==> src/rtl/fetch_unit_if.sv <==
// rtl/fetch_unit_if.sv - fetch stage bus: instruction memory, redirect and decode handshake
interface fetch_unit_if #(
  parameter int ADDR_W  = 6,
  parameter int INSTR_W = 16
);
  logic               fetch_en;
  logic [ADDR_W-1:0]  mem_addr;
  logic [INSTR_W-1:0] mem_data;
  logic               redirect_valid;
  logic [ADDR_W-1:0]  redirect_pc;
  logic               out_valid;
  logic               out_ready;
  logic [INSTR_W-1:0] out_instr;
  logic [INSTR_W-1:0] out_imm;
  logic               out_two_word;
  logic [ADDR_W-1:0]  out_pc;

  modport master (
    input  fetch_en, mem_data, redirect_valid, redirect_pc, out_ready,
    output mem_addr, out_valid, out_instr, out_imm, out_two_word, out_pc
  );

  modport slave (
    output fetch_en, mem_data, redirect_valid, redirect_pc, out_ready,
    input  mem_addr, out_valid, out_instr, out_imm, out_two_word, out_pc
  );
endinterface

==> src/rtl/fetch_unit.sv <==
// rtl/fetch_unit.sv - PC sequencer that assembles one- and two-word instruction bundles for decode
module fetch_unit #(
  parameter int              ADDR_W   = 6,
  parameter int              INSTR_W  = 16,
  parameter logic [ADDR_W-1:0] PC_RESET = '0,
  parameter logic [3:0]      MVI_OP   = 4'b0100
) (
  input  logic        clk,
  input  logic        rst,
  fetch_unit_if.master bus
);
  typedef enum logic [1:0] {
    FETCH     = 2'd0,
    FETCH_IMM = 2'd1,
    HOLD      = 2'd2
  } state_t;

  state_t             state;
  logic [ADDR_W-1:0]  pc;

  // Memory is combinational, so the PC register addresses it directly.
  assign bus.mem_addr = pc;

  always_ff @(posedge clk or posedge rst) begin
    if (rst) begin
      state            <= FETCH;
      pc               <= PC_RESET;
      bus.out_valid    <= 1'b0;
      bus.out_instr    <= '0;
      bus.out_imm      <= '0;
      bus.out_two_word <= 1'b0;
      bus.out_pc       <= '0;
    end else if (bus.redirect_valid) begin
      // Redirect wins over everything, including a handshake in the same cycle.
      state            <= FETCH;
      pc               <= bus.redirect_pc;
      bus.out_valid    <= 1'b0;
      bus.out_two_word <= 1'b0;
    end else begin
      case (state)
        FETCH: begin
          if (bus.fetch_en) begin
            bus.out_instr <= bus.mem_data;
            bus.out_pc    <= pc;
            pc            <= pc + 1'b1;
            if (bus.mem_data[15:12] == MVI_OP) begin
              bus.out_two_word <= 1'b1;
              state            <= FETCH_IMM;
            end else begin
              bus.out_two_word <= 1'b0;
              bus.out_imm      <= '0;
              bus.out_valid    <= 1'b1;
              state            <= HOLD;
            end
          end
        end
        FETCH_IMM: begin
          if (bus.fetch_en) begin
            bus.out_imm   <= bus.mem_data;
            pc            <= pc + 1'b1;
            bus.out_valid <= 1'b1;
            state         <= HOLD;
          end
        end
        HOLD: begin
          if (bus.out_ready) begin
            bus.out_valid <= 1'b0;
            state         <= FETCH;
          end
        end
        default: begin
          state         <= FETCH;
          bus.out_valid <= 1'b0;
        end
      endcase
    end
  end
endmodule

==> src/flat_wrapper.sv <==
// flat-port wrapper written by rule: the top's interface ports become plain ports
module fetch_unit_flat 
#(
  parameter int              ADDR_W   = 6,
  parameter int              INSTR_W  = 16,
  parameter logic [ADDR_W-1:0] PC_RESET = '0,
  parameter logic [3:0]      MVI_OP   = 4'b0100
)
  (clk, rst, bus_fetch_en, bus_mem_data, bus_redirect_valid, bus_redirect_pc, bus_out_ready, bus_mem_addr, bus_out_valid, bus_out_instr, bus_out_imm, bus_out_two_word, bus_out_pc);
  fetch_unit_if #(.ADDR_W(ADDR_W), .INSTR_W(INSTR_W)) bus_i ();
  input  logic clk;
  input  logic rst;
  input wire logic [$bits(bus_i.fetch_en)-1:0] bus_fetch_en;
  input wire logic [$bits(bus_i.mem_data)-1:0] bus_mem_data;
  input wire logic [$bits(bus_i.redirect_valid)-1:0] bus_redirect_valid;
  input wire logic [$bits(bus_i.redirect_pc)-1:0] bus_redirect_pc;
  input wire logic [$bits(bus_i.out_ready)-1:0] bus_out_ready;
  output wire logic [$bits(bus_i.mem_addr)-1:0] bus_mem_addr;
  output wire logic [$bits(bus_i.out_valid)-1:0] bus_out_valid;
  output wire logic [$bits(bus_i.out_instr)-1:0] bus_out_instr;
  output wire logic [$bits(bus_i.out_imm)-1:0] bus_out_imm;
  output wire logic [$bits(bus_i.out_two_word)-1:0] bus_out_two_word;
  output wire logic [$bits(bus_i.out_pc)-1:0] bus_out_pc;
  assign bus_i.fetch_en = bus_fetch_en;
  assign bus_i.mem_data = bus_mem_data;
  assign bus_i.redirect_valid = bus_redirect_valid;
  assign bus_i.redirect_pc = bus_redirect_pc;
  assign bus_i.out_ready = bus_out_ready;
  assign bus_mem_addr = bus_i.mem_addr;
  assign bus_out_valid = bus_i.out_valid;
  assign bus_out_instr = bus_i.out_instr;
  assign bus_out_imm = bus_i.out_imm;
  assign bus_out_two_word = bus_i.out_two_word;
  assign bus_out_pc = bus_i.out_pc;
  fetch_unit #(.ADDR_W(ADDR_W), .INSTR_W(INSTR_W), .PC_RESET(PC_RESET), .MVI_OP(MVI_OP)) u_core (.clk(clk), .rst(rst), .bus(bus_i));
endmodule
==> config.mk <==
export PLATFORM = sky130hd
export DESIGN_NAME = fetch_unit_flat
export DESIGN_NICKNAME = d
export VERILOG_FILES = /design/src/rtl/fetch_unit_if.sv /design/src/rtl/fetch_unit.sv /design/src/flat_wrapper.sv
export SDC_FILE = /design/constraint.sdc
export NUM_CORES = 1
export LEC_CHECK = 0
export ABC_CLOCK_PERIOD_IN_PS = 2700
export BUFFER_PORTS_ARGS = -buffer_cell sky130_fd_sc_hd__buf_2
export CAP_MARGIN = 0
export CORE_MARGIN = 4
export CORE_UTILIZATION = 53
export DETAILED_ROUTE_END_ITERATION = 10
export HOLD_SLACK_MARGIN = 0.15
export PLACE_DENSITY = 0.88
export SYNTH_ARGS = -nofsm -noshare
export SYNTH_HDL_FRONTEND = slang
export SYNTH_SLANG_ARGS = --single-unit
==> constraint.sdc <==
create_clock -name clk -period 2.7 [get_ports clk]
set_input_delay 0.405 -clock clk [delete_from_list [all_inputs] [get_ports clk]]
set_output_delay 0.405 -clock clk [all_outputs]
set_load 0.02 [all_outputs]
==> impl_results.md <==
- Final Critical Period: 1.942 ns
- Main synth FF type: dfrtp_1
- Critical path arrival: 2.16 ns
- Final nets: 279
- Final instance area: 2629 um^2
- Vias in the first global route: 1588
- Leakage power: 1.262 nW
- CTS Hold Bufs: 0
- Port Buf Inserts: 72
- Syn avg cell area: 11.94 um^2
- First-pass DRT Iterations: 4
- Mapped Area: 2113 um^2
- Cts bufs inserted: 5
- Most frequent cells in the layout: buf_2 (72), dfrtp_1 (48), nand2_1 (24), mux2_2 (21)
- Peak VDD IR: 0.0003645 V
- Setup_tns: 0 ns
- Fmax: 514.9 MHz
- Insertion delay to the later sink of the worst-skew pair: 0.30 ns
- Synthesized instance count: 177
- Initial antenna violation count: 0
- Reg clk slew, reported paths: 0.09 ns
- Placed Area: 2517 um^2
- Post-CTS resize count: 0
- GR peak layer: met2
- GR Layer Usage met2: 29.90%
- CP endpoint kind: flop
- # diodes: 0
- Layout cells sized above 1: 43.65%
- Worst setup SP type: flop
- Global route overflow: 0
- Met3 Track Usage GR: 5.398%
- DR WL/cell: 15.10 um
- Top-area cell type share of the netlist area: 56.84%
- Total track usage: 18.86%
- Max clock buf depth: 2
- Slew Limit Fails: 0
- Hold Path Class: in2reg
- RSZ-0062 raised after global routing: false
- R2R cell count: 3
- Final Cycle Share: 71.93%
- Req. time, crit path: 2.92 ns
- 1st-iter DRT viols: 127
- Status: completed
- Final Util: 70.22%
- Via count: 1540
- Post-CTS setup buffer count: 0
- Max Cap Viol: 0
- Hpwl dp: 3292 um
- Number of flops mapped to enable cells by yosys: 0
- Yosys Warn Count: 0
- Largest net degree at the start of global routing: 49
- Max FO, Critical Path: 16
- Commonest non-fill, non-tap cell in the layout: buf_2
- Library cells used by synthesis: 29
- Asr flop ratio synth: 100.0%
- Hold Crit Depth: 3
- Via-per-instance ratio: 5.133
- Filler Cell Count: 292
- Die ar.: 5062 um^2
- PD cells: 671.4 nW/um^2
- Core area: 3744 um^2
- Crit Path Category: reg2reg
- FF+latch area: 1201 um^2
- GPL Wtd Cong: 0.7615
- IO Count: 73
- CTS tree: done
- Row cnt: 22
- Synthesis-stage register bit count: 48
- Die Span Y: 71.15 um
- Final hold vios: 0
- Slew headroom: 28.40%
- Area growth, synth to finish: 24.39%
- Number of remaining DRC errors: 0
- Synth area leaders: dfrtp_1 (57%), mux2_2 (11%), mux2i_1 (8.1%), nand2_1 (4.3%), inv_1 (3.2%)
- Final wirelength: 4531 um
- Area leader, netlist: dfrtp_1
- Final ANT Viol Nets: 0
- Synth Net Count: 205
- Final setup fails: 0
- Area of the multi-input gates: 809.5 um^2
- Initial Utilization: 56.45%
- Sink Count: 48
- Worst hold margin: 0.3043 ns
- Die Wd: 71.15 um
- Htree depth: 2
- First-pass GRT wire length: 7521 um
- GR Util met1: 24.65%
- Register area share after synthesis: 56.84%
- Clock Skew: 0.004178 ns
- Root buf cell: clkbuf_8
- Least-Margin Pin Slew: 1.071 ns
## worst paths after layout
check	startpoint	end	slack, ns
min	bus_redirect_pc[1]	u_core.bus.mem_addr[1]	0.30
min reg2reg	u_core.bus.out_pc[1]	u_core.bus.out_pc[1]	0.50
min in group asynchronous	rst	u_core.bus.out_pc[3]	0.32
max in group asynchronous	rst	u_core.bus.out_instr[14]	1.78
max reg2reg	u_core.state[1]	u_core.bus.out_imm[12]	0.76
max	u_core.state[1]	u_core.bus.out_imm[12]	0.76
## kinds of logic after synthesis
group / Yosys count / share of synthesized area, %
flip-flops: 48 / 56.84
XOR/XNOR: 2 / 0.8290
buffers and inverters: 26 / 5.150
adder cells (fa/ha/maj): 1 / 0.5920
AND/OR/NAND/NOR: 46 / 12.02
AO/OA/AOI/OAI: 15 / 4.796
multiplexers: 39 / 19.77
## state kept, by name (all words and copies together) (netlist names)
name / flops
u_core.bus.out_pc: 6
u_core.bus.out_instr: 16
u_core.bus.out_valid: 1
u_core.bus.out_two_word: 1
u_core.state: 2
u_core.bus.out_imm: 16
u_core.bus.mem_addr: 6
## layout make-up
class	instances	area share [%]
sequential	48	45.69
inverter	19	2.713
timing repair buffer	74	14.28
multi-input combinational	103	30.79
clock inverter	3	1.618
tap	48	2.285
clock buffer	5	2.618
## Yosys cell counts (all sizes together), types with 2 or more instances
library cell  instances
xnor2                 2
mux2i                17
a211oi                2
a21oi                 4
clkbuf                3
or4                   3
buf                   4
inv                  19
nand3                 6
mux2                 22
dfrtp                48
nor2b                 5
nand2                24
o21ai                 7
nand2b                2
## critical path: stages (launching register included)
cell      delay, ns
dfrtp_1        0.47
nand2b_4       0.21
a211oi_4       0.88
mux2i_1        0.30
## metrics by stage
step	std cells	total power [mW]	worst slack (ns)
final	300	1.765	0.7578
after global routing	300	1.840	0.6032
after CTS	300	1.776	0.7588
after detailed placement	292	1.267	0.7795
after global placement	292	1.249	0.7929
after floorplan	177	1.113	1.151
## power by group
group          switching [mW]  internal [mW]  leakage (nW)
registers              0.0543          0.804         0.611
clock network           0.243          0.274        0.0541
logic                   0.230          0.160         0.598
total                   0.527           1.24          1.26
## layer usage
| metal | vias to the layer above | routed length, um |
|---|---|---|
| li1 | 738 | - |
| met1 | 727 | 2007 |
| met2 | 64 | 2125 |
| met3 | 11 | 324 |
| met4 | 0 | 74 |
| met5 | - | 0 |
Power figures use the tool's default switching activity.
